==> config.mk <==
export PLATFORM = sky130hd
export DESIGN_NAME = issue_scoreboard
export DESIGN_NICKNAME = d
export VERILOG_FILES = /design/src/rtl/issue_scoreboard_pkg.sv /design/src/rtl/issue_scoreboard_bits.sv /design/src/rtl/issue_scoreboard.sv
export SDC_FILE = /design/constraint.sdc
export NUM_CORES = 1
export LEC_CHECK = 0
export BUFFER_PORTS_ARGS = -buffer_cell sky130_fd_sc_hd__buf_2
export CAP_MARGIN = 5
export CORE_ASPECT_RATIO = 0.9
export CORE_UTILIZATION = 54
export CTS_CLUSTER_DIAMETER = 120
export CTS_CLUSTER_SIZE = 30
export DETAILED_ROUTE_END_ITERATION = 12
export GPL_TIMING_DRIVEN = 1
export PLACE_DENSITY = 0.81
export SYNTH_ARGS = -nofsm -noshare
export SYNTH_HDL_FRONTEND = slang
export SYNTH_SLANG_ARGS = --single-unit
==> constraint.sdc <==
create_clock -name clk_i -period 6 [get_ports clk_i]
set_input_delay 1.8 -clock clk_i [delete_from_list [all_inputs] [get_ports clk_i]]
set_output_delay 1.8 -clock clk_i [all_outputs]
set_load 0.01 [all_outputs]
==> src/rtl/issue_scoreboard_pkg.sv <==
// Shared constants for the issue scoreboard: instruction field positions,
// controller state encoding and the default in-flight write limit.
package issue_scoreboard_pkg;

  localparam int unsigned DST_MSB  = 24;
  localparam int unsigned DST_LSB  = 20;
  localparam int unsigned SRC1_MSB = 19;
  localparam int unsigned SRC1_LSB = 15;
  localparam int unsigned SRC2_MSB = 14;
  localparam int unsigned SRC2_LSB = 10;

  localparam int unsigned NUM_REGS         = 32;
  localparam int unsigned MAX_INFLIGHT_DEF = 4;

  typedef logic [4:0] reg_idx_t;

  typedef enum logic [1:0] {
    ST_RUN   = 2'd0,
    ST_DRAIN = 2'd1,
    ST_DONE  = 2'd2
  } sb_state_e;

endpackage

==> src/rtl/issue_scoreboard_bits.sv <==
// 32-entry pending-write bit vector with one set port, one clear port and
// three combinational lookup ports; a set wins over a clear of the same bit.
module issue_scoreboard_bits
  import issue_scoreboard_pkg::*;
(
  input  logic                clk_i,
  input  logic                rst_i,
  input  logic                set_en_i,
  input  reg_idx_t            set_idx_i,
  input  logic                clr_en_i,
  input  reg_idx_t            clr_idx_i,
  input  reg_idx_t            rd_a_idx_i,
  input  reg_idx_t            rd_b_idx_i,
  input  reg_idx_t            rd_c_idx_i,
  output logic                rd_a_busy_o,
  output logic                rd_b_busy_o,
  output logic                rd_c_busy_o,
  output logic                clr_hit_o,
  output logic [NUM_REGS-1:0] busy_vec_o
);

  logic [NUM_REGS-1:0] busy_q;
  logic [NUM_REGS-1:0] busy_d;
  logic [NUM_REGS-1:0] set_mask;
  logic [NUM_REGS-1:0] clr_mask;

  always_comb begin
    set_mask = '0;
    clr_mask = '0;
    if (set_en_i) set_mask = NUM_REGS'(1) << set_idx_i;
    if (clr_en_i) clr_mask = NUM_REGS'(1) << clr_idx_i;
    busy_d = (busy_q & ~clr_mask) | set_mask;
  end

  always_ff @(posedge clk_i) begin
    if (rst_i) busy_q <= '0;
    else       busy_q <= busy_d;
  end

  assign rd_a_busy_o = busy_q[rd_a_idx_i];
  assign rd_b_busy_o = busy_q[rd_b_idx_i];
  assign rd_c_busy_o = busy_q[rd_c_idx_i];
  assign clr_hit_o   = clr_en_i & busy_q[clr_idx_i];
  assign busy_vec_o  = busy_q;

endmodule

==> src/rtl/issue_scoreboard.sv <==
// Register-hazard scoreboard gating the decode stage, with drain sequencing
// and a saturating stall-cycle counter.
//
//   state    | meaning
//   ST_RUN   | normal issue; hazards alone decide dec_enable
//   ST_DRAIN | issue blocked, waiting for all pending writes to retire
//   ST_DONE  | drain complete, drain_done high for this one cycle
module issue_scoreboard
  import issue_scoreboard_pkg::*;
#(
  parameter int unsigned MAX_INFLIGHT = MAX_INFLIGHT_DEF
) (
  input  logic                clk_i,
  input  logic                rst_i,
  input  logic                instr_valid_i,
  input  logic [31:0]         instruction_i,
  input  logic                uses_src1_i,
  input  logic                uses_src2_i,
  input  logic                writes_dst_i,
  input  logic                write_reg_i,
  input  reg_idx_t            write_reg_dst_i,
  input  logic                drain_req_i,
  output logic                dec_enable_o,
  output logic                stall_o,
  output logic                drain_done_o,
  output logic [NUM_REGS-1:0] busy_vec_o,
  output logic [3:0]          inflight_o,
  output logic [15:0]         stall_cnt_o
);

  localparam logic [3:0] MAX_CNT = 4'(MAX_INFLIGHT);

  sb_state_e   state_q;
  logic        drain_done_q;
  logic [3:0]  inflight_q, inflight_d;
  logic [15:0] stall_cnt_q, stall_cnt_d;

  reg_idx_t dst_idx, src1_idx, src2_idx;
  logic     dst_busy, src1_busy, src2_busy;
  logic     hazard, set_en, clr_eff;
  logic     unused_instr_bits;

  assign dst_idx  = instruction_i[DST_MSB:DST_LSB];
  assign src1_idx = instruction_i[SRC1_MSB:SRC1_LSB];
  assign src2_idx = instruction_i[SRC2_MSB:SRC2_LSB];
  assign unused_instr_bits = ^{instruction_i[31:DST_MSB+1], instruction_i[SRC2_LSB-1:0]};

  issue_scoreboard_bits u_bits (
    .clk_i       (clk_i),
    .rst_i       (rst_i),
    .set_en_i    (set_en),
    .set_idx_i   (dst_idx),
    .clr_en_i    (write_reg_i),
    .clr_idx_i   (write_reg_dst_i),
    .rd_a_idx_i  (src1_idx),
    .rd_b_idx_i  (src2_idx),
    .rd_c_idx_i  (dst_idx),
    .rd_a_busy_o (src1_busy),
    .rd_b_busy_o (src2_busy),
    .rd_c_busy_o (dst_busy),
    .clr_hit_o   (clr_eff),
    .busy_vec_o  (busy_vec_o)
  );

  // Lookups see the pre-edge vector, so a same-cycle writeback cannot unblock a reader.
  assign hazard = (uses_src1_i & src1_busy) | (uses_src2_i & src2_busy) |
                  (writes_dst_i & dst_busy) | (writes_dst_i & (inflight_q == MAX_CNT));

  assign dec_enable_o = instr_valid_i & (state_q == ST_RUN) & ~hazard & ~rst_i;
  assign stall_o      = instr_valid_i & ~dec_enable_o;
  assign set_en       = dec_enable_o & writes_dst_i;

  always_comb begin
    inflight_d = inflight_q;
    if (set_en && !clr_eff && inflight_q != MAX_CNT) inflight_d = inflight_q + 4'd1;
    else if (clr_eff && !set_en && inflight_q != 4'd0) inflight_d = inflight_q - 4'd1;

    stall_cnt_d = stall_cnt_q;
    if (stall_o && stall_cnt_q != 16'hFFFF) stall_cnt_d = stall_cnt_q + 16'd1;
  end

  always_ff @(posedge clk_i) begin
    if (rst_i) begin
      state_q      <= ST_RUN;
      drain_done_q <= 1'b0;
      inflight_q   <= '0;
      stall_cnt_q  <= '0;
    end else begin
      drain_done_q <= 1'b0;
      inflight_q   <= inflight_d;
      stall_cnt_q  <= stall_cnt_d;
      case (state_q)
        ST_RUN:   if (drain_req_i) state_q <= ST_DRAIN;
        ST_DRAIN: if (inflight_q == 4'd0) begin
                    state_q      <= ST_DONE;
                    drain_done_q <= 1'b1;
                  end
        ST_DONE:  state_q <= ST_RUN;
        default:  state_q <= ST_RUN;
      endcase
    end
  end

  assign drain_done_o = drain_done_q;
  assign inflight_o   = inflight_q;
  assign stall_cnt_o  = stall_cnt_q;

endmodule

Yosys cells after proc, flatten, opt, wreduce, memory -nomap -nowiden --
Cells that the tools add are included.
Word-level totals: flip-flop bits (word level) 55, bits in latches 0, bits in writable memories 0, ROM bits 0, bits of input ports 45, logic and storage cells 69, memories 0
Cells by class: $add $sub $neg 3, multipliers 0, div/mod/pow operators 0, magnitude comparators 4, equality and inequality tests 6, shift-type cells 2, mux-type cells 16, bitwise gates (word level) 20, reduce and logical (&&, ||, !) cells 13
Operators by type and width (number):
- 32-bit 2-to-1 mux | 2
- 1-bit by 5-bit left shift with 32-bit output (first input constant) | 2
- 32-bit bitwise AND | 1
- 32-bit NOT | 1
- 32-bit bitwise OR | 1
- 5-bit by 6-bit < comparator with 1-bit output (second input constant) | 4
- 1-bit binary-select mux with 5-bit select | 4
- 16-bit by 1-bit adder with 16-bit output (second input constant) | 1
- 16-bit != test (second input constant) | 1
- 1-bit bitwise AND | 10
- 4-bit 2-to-1 mux | 2
- 1-bit logical AND | 5
- 1-bit 2-to-1 mux | 5
- 4-bit by 1-bit adder with 4-bit output (second input constant) | 1
- 4-bit by 3-bit equality test with 1-bit output (second input constant) | 1
- 4-bit zero test | 1
- 2-bit 2-to-1 mux | 2
- 2-bit != test (second input constant) | 2
- 4-bit by 3-bit != test with 1-bit output (second input constant) | 1
- 1-bit NOT | 4
- 2-bit one-hot mux with 2 select lines | 1
- 4-bit nonzero test | 1
- 4-bit by 1-bit subtractor with 4-bit output (second input constant) | 1
- 1-bit bitwise OR | 3
- other kinds (6) | 7

Logic depth before layout (Yosys ltp) --
Gate-level depths: netlist (run 1).
depth in word-level cells 15, depth in mapped cells 14, mapped depth without buffers 12

Hierarchy --
A second synthesis (run 1) with hierarchy kept.
Second synthesis, totals: cell total of the unflattened synthesis 379, area, all modules 3662.3 µm²
Modules (own cells, without submodules):
- issue_scoreboard_bits | instances 1, cells each 226, area each 2319.7 µm²
- issue_scoreboard | instances 1, cells each 153, area each 1342.5 µm²

Least setup slack after synthesis (run 1) --
OpenSTA, ideal clock, no wires.
path type input to output, start point input port instruction_i[16], end point output port stall_o, data arrival time 3.492 ns, required time 4.200 ns, slack 0.708 ns, stages 6, path buffers 1, cell sequence buf_6 mux4_1 a2111oi_4 nor4_1 nor3_1 nor2_1
On the way: cells in the longest elaborated chain, start to end 11
Ends and longest elaborated chain:
- from (decl) | RTL line issue_scoreboard.sv:16 | input logic [31:0] instruction_i,
- 1-bit binary-select mux with 5-bit select | RTL line issue_scoreboard_bits.sv:40 | assign rd_a_busy_o = busy_q[rd_a_idx_i];
- 1-bit 2-to-1 mux (not written as such) | RTL line issue_scoreboard_bits.sv:40
- 1-bit bitwise AND | RTL line issue_scoreboard.sv:66 | assign hazard = (uses_src1_i & src1_busy) | (uses_src2_i & src2_busy) |
- 1-bit bitwise OR (2 in a row) | RTL line issue_scoreboard.sv:66
- 1-bit bitwise OR | RTL line issue_scoreboard.sv:67 | (writes_dst_i & dst_busy) | (writes_dst_i & (inflight_q == MAX_CNT));
- 1-bit NOT | RTL line issue_scoreboard.sv:69 | assign dec_enable_o = instr_valid_i & (state_q == ST_RUN) & ~hazard & ~rst_i;
- 1-bit bitwise AND (2 in a row) | RTL line issue_scoreboard.sv:69
- via dec_enable_o | RTL line issue_scoreboard.sv:23 | output logic dec_enable_o,
- 1-bit NOT | RTL line issue_scoreboard.sv:70 | assign stall_o = instr_valid_i & ~dec_enable_o;
- 1-bit bitwise AND | RTL line issue_scoreboard.sv:70
- to (decl) | RTL line issue_scoreboard.sv:24 | output logic stall_o,
The timed path passes the listed nets, and every way through them passes these cells. The select of a mux whose other input is x is not followed.

Worst setup path after layout (run 1) --
start point input port instruction_i[21], end point output port stall_o
On the way: cells in the longest elaborated chain, start to end 10
Ends and longest elaborated chain:
- 1-bit binary-select mux with 5-bit select | RTL line issue_scoreboard_bits.sv:42 | assign rd_c_busy_o = busy_q[rd_c_idx_i];
- 1-bit 2-to-1 mux (not written as such) | RTL line issue_scoreboard_bits.sv:42
- 1-bit bitwise AND | RTL line issue_scoreboard.sv:67
- 1-bit bitwise OR | RTL line issue_scoreboard.sv:66
- 1-bit bitwise OR | RTL line issue_scoreboard.sv:67
- 1-bit NOT | RTL line issue_scoreboard.sv:69
- 1-bit bitwise AND (2 in a row) | RTL line issue_scoreboard.sv:69
- 1-bit NOT | RTL line issue_scoreboard.sv:70
- 1-bit bitwise AND | RTL line issue_scoreboard.sv:70
Every way passes these cells. The select of a mux whose other input is x is not followed.

==> results.ini, run 1 <==
[layout]
num_antenna_cells = 0
final_area_um2 = 4370
area_delta_synth_final_pct = 11.6
nets = 528
drive_above_1_share_pct = 26.7

[drt]
drt-vias-per-instance = 6.60
firstDrtPassIters = 6
drt_iter0_drc = 397
antenna_left = 0
routed_wl_um = 10700
vias = 3773
post-route-drc-count = 0
post_drt_wl_per_cell_um = 18.7

[timing]
setup_viol = 0
hold_viol_final = 0
worst_hold_slack_ns = 0.442
fmax_mhz = 181
setup_slack_ns = 0.470
setup_tns_ns = 0
worstMarginPinSlew_ns = 0.772
rsz0062_at_grt = no
min_period_ns = 5.53
timing.final.crit_share_pct = 92.2
maxSlewHeadroom_pct = 48.1
skew_ns = 0.0125
maxSlewViolCount = 0

[critical_path]
critPathArrivalTime_ns = 3.73
cp_cell_sequence = buf_2 > mux2i_1 > mux4_2 > a32oi_1 > and3_4 > nor3_1 > nor2_1 > buf_2
crit_top_cell = buf_2
worst_setup_path_start_kind = input port
crit_cells = 8
critPathMaxStageDelay_ns = 0.50
required_ns = 4.20
worst-path-buf-inv = 2
crit_type = input port to output pin
crit_fanout = 23
cp_top_family = multiplexers
crit_path_end_kind = output pin
r2r_cells = 12
slowest_stage = mux4_2

[placement]
placed_area_um2 = 4270
pre_cts_ws_ns = 0.495
gp_routability_congestion = 0.912
dp_hpwl_um = 8030
buffer_ports.inserted = 82

[synth]
synth_top_family_by_area = multiplexers
synthAdderAreaFrac_pct = 1.47
async_flop_share_pct = 0
syn_nets = 470
synth_top_area_share_pct = 28.2
syn_inst = 421
synthTopCellsByCount = dfxtp_1 (55), o21ai_0 (39), a21oi_1 (38), nand3_1 (31), nor2_1 (31)
yosys.area_share.simple_pct = 20.8
seq_area_frac_synth_pct = 28.2
ys_ff_latch = 55
synth-edff-count = 0
synth.distinct_cells = 59
post-synth-top-count-cell = dfxtp_1
synth_top_cells_by_area = dfxtp_1 (28%), mux4_1 (9.4%), mux4_2 (8.1%), mux2i_1 (5.6%), o21ai_0 (5.0%)
synth-xor-area-share_pct = 0.448
synth.avg_cell_area_um2 = 9.29
synth_compound_area_share_pct = 16.9
ys.flop_type = dfxtp_1
synth.largest_area_cell = dfxtp_1
synth_mux_area_share_pct = 26.6
yosys_warnings = 0
synth_area_um2 = 3910

[global_routing]
grt.total_usage_pct = 28.0
grt_pass1_vias = 3243
grt_pass1_wl_um = 16500
grt_overflow_total = 0
antenna_found_initial = 0
grt_max_degree = 66

[clock_tree]
clk_pin_slew_worst_paths_ns = 0.10
cts_resized = 0
cts.path.max_buffers = 2
ctsHoldBuffers = 0
clock_latency_ns = 0.32
cts_max_level = 2
clk_root_buffer_cell = clkbuf_8
postCtsSetupRepairBufs = 0
clkSinkCount = 55
cts_tree = yes
numCtsBuffers = 5

[power]
pwr-share-clk_pct = 26.7
vdd_drop_max_mv = 0.104
p_per_area_nw_per_um2 = 184
seq_power_share_pct = 49.2
power.switching_uw = 257
p_leak_nw = 1.84
p_sw_share_pct = 31.9
internal_power_uw = 547
p_comb_share_pct = 24.1

[min_path]
holdPathStages = 1
hold_path_class = flip-flop to flip-flop

[outcome]
status = completed

[die]
io_pins = 100
start_util_pct = 55.5
die_x_um = 91.7
die-area_um2 = 7590
die_height_um = 82.7
rows = 29
core_area_um2 = 7040

[run]
maxCapViolations = 0

-- kinds of logic (layout without fill, tap and decap cells) --
| family | after synthesis | in the layout |
|---|---|---|
| simple gates | 147 | 147 |
| compound gates | 107 | 107 |
| mux | 62 | 62 |
| flops | 55 | 55 |
| buf+inv | 44 | 102 |
| fa+ha+maj | 4 | 4 |
| xor+xnor | 2 | 2 |
-- path summary, 6_finish.rpt --
check	start	end	slack, ns
worst min register to register	state_q[1]$_SDFFE_PP0P_	state_q[0]$_SDFFE_PP0P_	0.44
worst min-delay path	state_q[1]$_SDFFE_PP0P_	state_q[0]$_SDFFE_PP0P_	0.44
worst max-delay path	instruction_i[21]	stall_o	0.47
worst max register to register	u_bits.busy_vec_o[2]$_SDFF_PP0_	inflight_o[3]$_SDFFE_PP0P_	2.46
-- metrics by stage --
| step | total power [mW] | cells | util (%) |
|---|---|---|---|
| floorplan | 0.543 | 421 | - |
| global placement | 0.588 | 565 | 60.7 |
| detailed placement | 0.595 | 565 | 60.7 |
| CTS | 0.805 | 572 | 62.0 |
| global route | 0.847 | 572 | 62.0 |
| finish | 0.804 | 572 | 62.0 |
-- power by group through the flow --
stage / clock network (mW) / logic (mW) / registers [mW]
2_1_floorplan: 0 / 0.138 / 0.405
3_3_place_gp: 0 / 0.185 / 0.403
3_5_place_dp: 0 / 0.191 / 0.404
4_1_cts: 0.217 / 0.192 / 0.395
5_1_grt: 0.231 / 0.217 / 0.398
6_report: 0.215 / 0.194 / 0.395
-- cell type report --
type / instances / area (um2)
inverters: 11 / 41.3
fillers: 608 / 2670
flip-flops and latches: 55 / 1100
well taps: 93 / 116
multi-input cells: 322 / 2590
clock inverters: 1 / 8.76
repair buffers: 84 / 425
clock buffers: 6 / 82.6
-- registers in the layout (all words and copies together), names as in the netlist --
signal,flops
state_q,2
drain_done_o,1
u_bits.busy_vec_o,32
stall_cnt_o,16
inflight_o,4
-- layer usage --
layer,wire [um],up-vias,global-route usage [%]
met2,4830,198,43.8
met5,0,-,0
met4,289,0,11.3
li1,-,1735,-
met1,4460,1816,37.6
met3,1110,24,6.96
-- cell usage in the layout (no fill, tap or decap), drive strengths merged, types with 2 or more instances in the layout --
| cell | count |
|---|---|
| a2111oi | 3 |
| a21oi | 38 |
| a22oi | 3 |
| a311oi | 4 |
| a31o | 6 |
| a31oi | 4 |
| and2 | 3 |
| and3 | 13 |
| and4 | 3 |
| buf | 84 |
| clkbuf | 6 |
| dfxtp | 55 |
| ha | 3 |
| inv | 12 |
| mux2 | 12 |
| mux2i | 22 |
| mux4 | 28 |
| nand2 | 11 |
| nand2b | 4 |
| nand3 | 31 |
| nand3b | 3 |
| nand4 | 13 |
| nor2 | 31 |
| nor2b | 17 |
| nor3 | 4 |
| nor3b | 4 |
| nor4 | 3 |
| o21ai | 39 |
| o311ai | 2 |
| or3 | 2 |
| or4 | 2 |
| xnor2 | 2 |
(Power assumes the default switching activity.)
==> inputs of run 2 (changes only) <==
--- a/config.mk
+++ b/config.mk
@@ -13,7 +13,7 @@
 export CTS_CLUSTER_SIZE = 30
 export DETAILED_ROUTE_END_ITERATION = 12
 export GPL_TIMING_DRIVEN = 1
-export PLACE_DENSITY = 0.81
+export PLACE_DENSITY = 0.87
 export SYNTH_ARGS = -nofsm -noshare
 export SYNTH_HDL_FRONTEND = slang
 export SYNTH_SLANG_ARGS = --single-unit
==> run 2 against run 1 <==
  * Clock skew fell by 0.0058 ns
  * Utilization grew 0.43 points
  * Non-clock buffer count unchanged
  * Largest power group unchanged
==> results.ini, run 2 (same netlist as run 1, synthesis figures left out) <==
[outcome]
status = completed  ; unchanged

[global_routing]
grt_max_degree = 66  ; unchanged
busiest_layer = met2  ; unchanged
grt_overflow_total = 0  ; unchanged
grt_pass1_wl_um = 16500  ; about the same
grt_pass1_vias = 3251  ; was 3,243
grtUsageMet3_pct = 6.50  ; was 6.96%
antenna_found_initial = 0  ; unchanged
global_route.usage.met2_pct = 46.0  ; was 43.8%
grt.total_usage_pct = 28.2  ; was 28.0%
grt_use_met1_pct = 38.1  ; was 37.6%

[layout]
num_antenna_cells = 0  ; unchanged
nets = 528  ; unchanged
fillCellCount = 595  ; was 608
area_delta_synth_final_pct = 12.4  ; was 11.6%
final_cells = 573  ; was 572
final_common_cell = buf_2  ; unchanged
largest_reg_flops = 32  ; unchanged
drive_above_1_share_pct = 26.9  ; was 26.7%
mostFrequentLayoutCells = buf_2 (82), dfxtp_1 (55), o21ai_0 (39)  ; unchanged
final_util_pct = 62.4  ; was 62.0%

[drt]
post-route-drc-count = 0  ; unchanged
firstDrtPassIters = 5  ; was 6
vias = 3785  ; was 3,773
drt-vias-per-instance = 6.61  ; was 6.60
antenna_left = 0  ; unchanged
drt_iter0_drc = 436  ; was 397
routed_wl_um = 10900  ; was 10,700 um
post_drt_wl_per_cell_um = 19.0  ; was 18.7 um

[min_path]
min_from = state_q[1]$_SDFFE_PP0P_  ; unchanged
holdPathStages = 1  ; unchanged
hold_path_class = flip-flop to flip-flop  ; unchanged
whs_endpoint = state_q[0]$_SDFFE_PP0P_  ; unchanged

[clock_tree]
clk_root_buffer_cell = clkbuf_8  ; unchanged
cts_max_level = 2  ; unchanged
cts_tree = yes  ; unchanged
postCtsSetupRepairBufs = 0  ; unchanged
clock_latency_ns = 0.32  ; about the same
cts.path.max_buffers = 2  ; unchanged
ctsHoldBuffers = 0  ; unchanged
clk_pin_slew_worst_paths_ns = 0.10  ; about the same
numCtsBuffers = 5  ; unchanged
cts_resized = 0  ; unchanged
clkSinkCount = 55  ; unchanged

[timing]
maxSlewViolCount = 0  ; unchanged
worstMarginPinSlew_ns = 0.793  ; was 0.772 ns
rsz0062_at_grt = no  ; unchanged
setup_tns_ns = 0  ; unchanged
timing.final.crit_share_pct = 92.5  ; was 92.2%
maxSlewHeadroom_pct = 46.6  ; was 48.1%
skew_ns = 0.00664  ; was 0.0125 ns
min_period_ns = 5.55  ; was 5.53 ns
fmax_mhz = 180  ; was 181 MHz
setup_viol = 0  ; unchanged
setup_slack_ns = 0.449  ; was 0.470 ns
hold_viol_final = 0  ; unchanged

[placement]
pre_cts_ws_ns = 0.481  ; was 0.495 ns
dp_hpwl_um = 8030  ; about the same
buffer_ports.inserted = 82  ; unchanged
gp_routability_congestion = 0.991  ; was 0.912
dp_cells = 565  ; unchanged

[critical_path]
r2r_cells = 12  ; unchanged
crit_type = input port to output pin  ; unchanged
reg2reg_slack_ns = 2.48  ; was 2.46 ns
crit_path_end_kind = output pin  ; unchanged
r2r_start = u_bits.busy_vec_o[2]$_SDFF_PP0_  ; unchanged
critPathArrivalTime_ns = 3.75  ; was 3.73 ns
worst_setup_path_start_kind = input port  ; unchanged
crit_fanout = 23  ; unchanged
timing.rr.end = inflight_o[3]$_SDFFE_PP0P_  ; unchanged
required_ns = 4.20  ; about the same

[die]
rows = 29  ; unchanged
die-area_um2 = 7590  ; unchanged
start_util_pct = 55.5  ; unchanged
core_area_um2 = 7040  ; unchanged
die_x_um = 91.7  ; unchanged
io_pins = 100  ; unchanged
die_height_um = 82.7  ; unchanged

[power]
vdd_drop_max_mv = 0.126  ; was 0.104 mV
p_per_area_nw_per_um2 = 195  ; was 184 nW/um2
p_leak_nw = 1.86  ; was 1.84 nW

[run]
maxCapViolations = 0  ; unchanged

## run 2: cell count changes in the layout (fill, tap and decap cells not counted), sizes merged
cell,change
bufinv,+1
## run 2: area by class of cell
cell class                      instances  area [um2]  area share, %
Clock buffer                            6        82.6           1.88
Clock inverter                          2        38.8          0.882
Inverter                               11        41.3          0.939
Multi-Input combinational cell        322        2590           58.9
Sequential cell                        55        1100           25.0
Tap cell                               93         116           2.65
Timing Repair Buffer                   84         425           9.68
## run 2: worst max-delay path, stage by stage
cell     delay, ns
buf_2         0.43
mux2i_1       0.15
mux4_2        0.49
a32oi_1       0.31
and3_4        0.26
nor3_1        0.06
nor2_1        0.11
buf_2         0.13
## run 2: report_power, final
group,total (mW),switching [mW],internal (mW),leakage [nW]
registers,0.396,0.0182,0.378,0.444
clock network,0.262,0.125,0.137,0.0618
logic,0.197,0.121,0.0761,1.35
total,0.855,0.264,0.591,1.86
## run 2: how the worst max path moves through the flow
stage,startpoint,endpoint,slack [ns],cells after the start
finish,instruction_i[21],stall_o,0.45,8
global route,instruction_i[15],stall_o,0.31,8
CTS,instruction_i[21],stall_o,0.47,8
detailed placement,instruction_i[21],stall_o,0.48,8
global placement,instruction_i[21],stall_o,0.53,8
floorplan,instruction_i[16],stall_o,0.71,6
## run 2: per-layer routing
| layer | wire (um) | up-vias |
|---|---|---|
| met2 | 5070 | 200 |
| met4 | 200 | 0 |
| li1 | - | 1730 |
| met3 | 1090 | 24 |
| met1 | 4530 | 1831 |
| met5 | 0 | - |
## run 2: per-stage QoR
step / power (mW) / hold WS (ns) / instance area, um2
6_report: 0.855 / 0.455 / 4400
5_1_grt: 0.897 / 0.489 / 4400
4_1_cts: 0.855 / 0.455 / 4400
3_5_place_dp: 0.596 / 0.428 / 4270
3_3_place_gp: 0.587 / 0.428 / 4270
2_1_floorplan: 0.543 / 0.406 / 3910
